## config.mk

```make
export PLATFORM = sky130hd
export DESIGN_NAME = multisim_server_core
export DESIGN_NICKNAME = d
export VERILOG_FILES = /design/src/rtl/multisim_pkg.sv /design/src/rtl/multisim_fifo.sv /design/src/rtl/multisim_server_core.sv
export SDC_FILE = /design/constraint.sdc
export NUM_CORES = 1
export LEC_CHECK = 0
export CORE_ASPECT_RATIO = 1.75
export CORE_MARGIN = 3
export CORE_UTILIZATION = 60
export CTS_BUF_LIST = sky130_fd_sc_hd__clkbuf_4
export CTS_CLUSTER_SIZE = 25
export DETAILED_ROUTE_END_ITERATION = 16
export PLACE_DENSITY = 0.83
export SKIP_CTS_REPAIR_TIMING = 1
export SLEW_MARGIN = 40
export SYNTH_ARGS = -nofsm -noshare
export SYNTH_HDL_FRONTEND = slang
export SYNTH_SLANG_ARGS = --single-unit
```

## constraint.sdc

```tcl
create_clock -name clk -period 8.7 [get_ports clk]
set_clock_uncertainty 0.05 [all_clocks]
set_input_delay 1.74 -clock clk [delete_from_list [all_inputs] [get_ports clk]]
set_output_delay 1.74 -clock clk [all_outputs]
set_load 0.01 [all_outputs]
```

## src/rtl/multisim_pkg.sv

```systemverilog
// Shared constants and types for the multisim transport receive path.
// Frames are one ID byte followed by eight payload bytes, least-significant first.
package multisim_pkg;

    localparam int WORD_W      = 64;
    localparam int BYTE_W      = 8;
    localparam int FRAME_BYTES = 8;
    localparam int ID_W        = 8;
    localparam int BCNT_W      = $clog2(FRAME_BYTES);

    typedef enum logic {S_ID, S_DATA} rx_state_t;

endpackage

```

## src/rtl/multisim_fifo.sv

```systemverilog
// Synchronous show-ahead FIFO: the head entry is visible on rdata_o whenever non-empty.
// Pushes while full and pops while empty are ignored.
module multisim_fifo #(
    parameter int WIDTH = 64,
    parameter int DEPTH = 4
) (
    input  logic             clk,
    input  logic             rst_n,
    input  logic             push_i,
    input  logic [WIDTH-1:0] wdata_i,
    input  logic             pop_i,
    output logic [WIDTH-1:0] rdata_o,
    output logic             full_o,
    output logic             empty_o
);

    localparam int AW = $clog2(DEPTH);

    logic [WIDTH-1:0] mem_q [DEPTH];
    logic [AW:0]      wr_ptr_q, wr_ptr_d;
    logic [AW:0]      rd_ptr_q, rd_ptr_d;
    logic             do_push, do_pop;

    // Pointers carry one extra wrap bit so full and empty are distinguishable.
    assign empty_o = (wr_ptr_q == rd_ptr_q);
    assign full_o  = (wr_ptr_q[AW] != rd_ptr_q[AW]) &&
                     (wr_ptr_q[AW-1:0] == rd_ptr_q[AW-1:0]);

    assign do_push = push_i && !full_o;
    assign do_pop  = pop_i && !empty_o;

    assign wr_ptr_d = wr_ptr_q + (AW+1)'(do_push);
    assign rd_ptr_d = rd_ptr_q + (AW+1)'(do_pop);

    assign rdata_o = empty_o ? '0 : mem_q[rd_ptr_q[AW-1:0]];

    always_ff @(posedge clk or negedge rst_n) begin
        if (!rst_n) begin
            wr_ptr_q <= '0;
            rd_ptr_q <= '0;
        end else begin
            wr_ptr_q <= wr_ptr_d;
            rd_ptr_q <= rd_ptr_d;
        end
    end

    always_ff @(posedge clk) begin
        if (do_push) begin
            mem_q[wr_ptr_q[AW-1:0]] <= wdata_i;
        end
    end

endmodule

```

## src/rtl/multisim_server_core.sv

```systemverilog
// Receive endpoint: parses ID-tagged 9-byte frames, keeps those for this server,
// buffers the assembled 64-bit words and counts discarded frames.
module multisim_server_core
    import multisim_pkg::*;
#(
    parameter int DEPTH = 4,
    parameter int CNT_W = 16
) (
    input  logic              clk,
    input  logic              rst_n,
    input  logic [ID_W-1:0]   server_id,
    input  logic              rx_vld,
    input  logic [BYTE_W-1:0] rx_byte,
    output logic              rx_rdy,
    input  logic              data_rdy,
    output logic              data_vld,
    output logic [WORD_W-1:0] data,
    output logic [CNT_W-1:0]  drop_cnt
);

    // The eighth payload byte goes straight into the FIFO, so only seven are held.
    localparam int ASM_W = WORD_W - BYTE_W;

    rx_state_t         state_q, state_d;
    logic [BCNT_W-1:0] cnt_q, cnt_d;
    logic              match_q, match_d;
    logic [ASM_W-1:0]  asm_q, asm_d;
    logic [CNT_W-1:0]  drop_q, drop_d;

    logic              last_byte;
    logic              accept;
    logic              push;
    logic              drop_inc;
    logic              fifo_full, fifo_empty;
    logic [WORD_W-1:0] word;

    function automatic logic [CNT_W-1:0] sat_inc(input logic [CNT_W-1:0] v);
        return (&v) ? v : v + CNT_W'(1);
    endfunction

    assign last_byte = (state_q == S_DATA) && (cnt_q == BCNT_W'(FRAME_BYTES - 1));
    assign word      = {rx_byte, asm_q};

    always_ff @(posedge clk or negedge rst_n) begin
        if (!rst_n) begin
            state_q <= S_ID;
            cnt_q   <= '0;
            match_q <= 1'b0;
            asm_q   <= '0;
            drop_q  <= '0;
        end else begin
            state_q <= state_d;
            cnt_q   <= cnt_d;
            match_q <= match_d;
            asm_q   <= asm_d;
            drop_q  <= drop_d;
        end
    end

    always_comb begin
        state_d = state_q;
        case (state_q)
            S_ID:    if (accept) state_d = S_DATA;
            S_DATA:  if (accept && last_byte) state_d = S_ID;
            default: state_d = S_ID;
        endcase
    end

    // Only a matching frame whose last byte finds the FIFO full is ever stalled.
    always_comb begin
        rx_rdy   = !(last_byte && match_q && fifo_full);
        accept   = rx_vld && rx_rdy;
        push     = accept && last_byte && match_q;
        drop_inc = accept && last_byte && !match_q;
    end

    always_comb begin
        cnt_d   = cnt_q;
        match_d = match_q;
        asm_d   = asm_q;
        drop_d  = drop_inc ? sat_inc(drop_q) : drop_q;
        if (accept) begin
            if (state_q == S_ID) begin
                cnt_d   = '0;
                match_d = (rx_byte == server_id);
            end else begin
                cnt_d = cnt_q + BCNT_W'(1);
                asm_d = {rx_byte, asm_q[ASM_W-1:BYTE_W]};
            end
        end
    end

    multisim_fifo #(
        .WIDTH (WORD_W),
        .DEPTH (DEPTH)
    ) u_fifo (
        .clk     (clk),
        .rst_n   (rst_n),
        .push_i  (push),
        .wdata_i (word),
        .pop_i   (data_rdy),
        .rdata_o (data),
        .full_o  (fifo_full),
        .empty_o (fifo_empty)
    );

    assign data_vld = !fifo_empty;
    assign drop_cnt = drop_q;

endmodule

```

==> flow_summary.ini <==
[sta]
rsz0062_at_grt = no
finalSetupViolCount = 0
max_freq_mhz = 188
tightest_slew_ns = 0.746
slew_headroom_pct = 50.3
hold_viol_final = 0
tns_ns = 0
post-route-min-period_ns = 5.33
fin_crit_sh_pct = 61.3
maxSlewViolCount = 0

[die]
dieArea_um2 = 24300
start_util_pct = 61.9
die_w_um = 119
core_area_um2 = 21800
die_h_um = 204
io_pins = 102
placementRows = 71

[worst_setup_path]
crit_arrival_ns = 3.54
crit_type = reg2out
reg2reg_depth = 4
ff2ff_setup_slack_ns = 5.14
worstSetupEndpointType = output port
cp_max_fo = 33
worstPathRequired_ns = 6.91
worstSetupStartpointType = flip-flop

[global_route]
grt_pass1_wl_um = 40500
overflow = 0
gr-usage-all-layers_pct = 21.7
grt_pass1_vias = 7520
antenna_found_initial = 1
grt_max_degree = 66

[placed_design]
placed_cell_area_um2 = 14700
place.gp.congestion = 0.800
portBuffers = 101
dp_hpwl_um = 14800

[status]
violations = DRC
outcome = finished, violations left

[routing]
routedWlPerCell_um = 21.6
num_vias = 6650
drtIter0Drc = 449
routed_wl_um = 25200
dr.pass1.iters = 12
drcViolationCount = 1
drtAntennaViolNets = 0
viasPerCell = 5.71

[finish]
drive_gt1_share_pct = 30.8
area_growth_pct = 16.9
nNetsFinal = 843
design_area_um2 = 15700
nFillCells = 1276

[power]
power_density_nw_per_um2 = 315
leakage_uw = 0.00578
finalPower_uw = 4950
vdd_drop_max_mv = 0.208

[logic_synthesis]
avgSynthCellArea_um2 = 20.4
synthFlopType = edfxtp_1
async_flop_share_pct = 24.5
ys_seq_area_share_pct = 72.5
yosys_warnings = 0
yosys.cell_types.count = 40
syn_area_um2 = 13500
synth_area_leader_cell = edfxtp_1
ys_top_cells_by_count = edfxtp_1 (256), dfrtp_1 (83), nor2b_1 (66), mux4_2 (64), mux2_4 (57)
yosysMostFrequentCell = edfxtp_1
synth.top_cells.by_area = edfxtp_1 (57%), dfrtp_1 (15%), mux4_2 (11%)
ys_ff_latch = 339
synth_nets = 686
syn_inst = 659
synth_edf_count = 256
yosysTopAreaCellShare_pct = 57.1

[clock_network]
cts_inserted_buffers = 72
clockBufferDepth = 3
ctsRootBufferMaster = clkbuf_4
cts_tree = done
clk_pin_slew_ns = 0.07
clk-insertion-delay-late_ns = 0.64
htreeDepth = 3
cts.sinks = 339

[hold_path]
whs_path_depth = 1
hp-class = reg2reg

[run]
drv_cap = 0
==> metal layers <==
layer	vias up	global-route usage [%]	share of wire [%]
li1	2934	-	-
met1	3461	26.3	38
met2	228	39.1	56
met3	27	3.85	4.6
met4	0	7.38	1.5
met5	-	0	0
==> cell families (layout without fill, tap and decap cells) <==
family          Yosys count  after routing  synth area share [%]
buf+inv                  35            248                  1.87
fa+ha+maj                 7              7                 0.650
mux                     121            121                  17.1
simple gates            121            121                  5.59
other cells               0              1                     0
xor+xnor                 28             28                  1.82
flops                   339            339                  72.5
compound gates            8              8                 0.483
==> through the flow <==
step                setup WS [ns]  instances  hold slack [ns]  util, %
finish                       3.37       1165            0.441     72.3
global route                 3.14       1165            0.469     72.3
CTS                          2.99       1163            0.442     72.1
detailed placement           3.71       1033            0.426     67.7
global placement             3.88       1033            0.423     67.6
floorplan                    1.15        659            0.410        -
==> path summary, 6_finish.rpt <==
path                                             to               start
min in group asynchronous                 asm_q[38]               rst_n
worst min register to register   u_fifo.wr_ptr_q[2]  u_fifo.wr_ptr_q[2]
worst min-delay path             u_fifo.wr_ptr_q[2]  u_fifo.wr_ptr_q[2]
max in group asynchronous        u_fifo.rd_ptr_q[0]               rst_n
worst max register to register  u_fifo.mem_q[1][42]  u_fifo.rd_ptr_q[0]
worst max-delay path                       data[42]  u_fifo.rd_ptr_q[0]
==> critical path, cell delays in order (launching register included) <==
cell             delay [ns]
dfrtp_4                0.70
xnor2_1                0.45
nand2_1                0.16
nor2_4                 0.35
buf_16                 0.22
buf_4                  0.37
nor2b_1                0.11
clkdlybuf4s50_1        0.52
==> registers in the layout, indices dropped and copies added, names as in the netlist <==
signal,count
match_q,1
asm_q,56
u_fifo.wr_ptr_q,3
u_fifo.mem_q,256
cnt_q,3
u_fifo.rd_ptr_q,3
drop_cnt,16
state_q,1
==> final cells by class <==
cell class | instances | area, um2 | share of cell area, %
multi-input cells | 285 | 3480 | 22.1
flip-flops and latches | 339 | 9770 | 62.1
well taps | 292 | 365 | 2.32
inverters | 6 | 22.5 | 0.143
diodes | 1 | 2.50 | 0.0159
repair buffers | 112 | 1130 | 7.18
clock inverters | 11 | 68.8 | 0.437
clock buffers | 119 | 893 | 5.68
==> layout by cell type, fill, tap and decap left out, types with 3 or more instances in the layout <==
cell and n:
and2_1 3, and3_1 3, buf_4 6, buf_6 5, clkbuf_4 119, clkdlybuf4s50_1 100
clkinv_1 8, dfrtp_1 81, edfxtp_1 256, ha_1 7, inv_1 6, mux2_4 57
mux4_2 64, nand2_1 13, nand3_1 3, nand4_1 7, nor2_1 4, nor2b_1 66
nor3_1 5, nor4_1 4, xnor2_1 13, xor2_1 15
==> report_power, final <==
group          total [uW]  switching (uW)  internal, uW
Sequential           2270             254          2020
Combinational        1480             581           896
Clock                1200             557           647
Note: power is estimated with default switching activity, not from simulation.
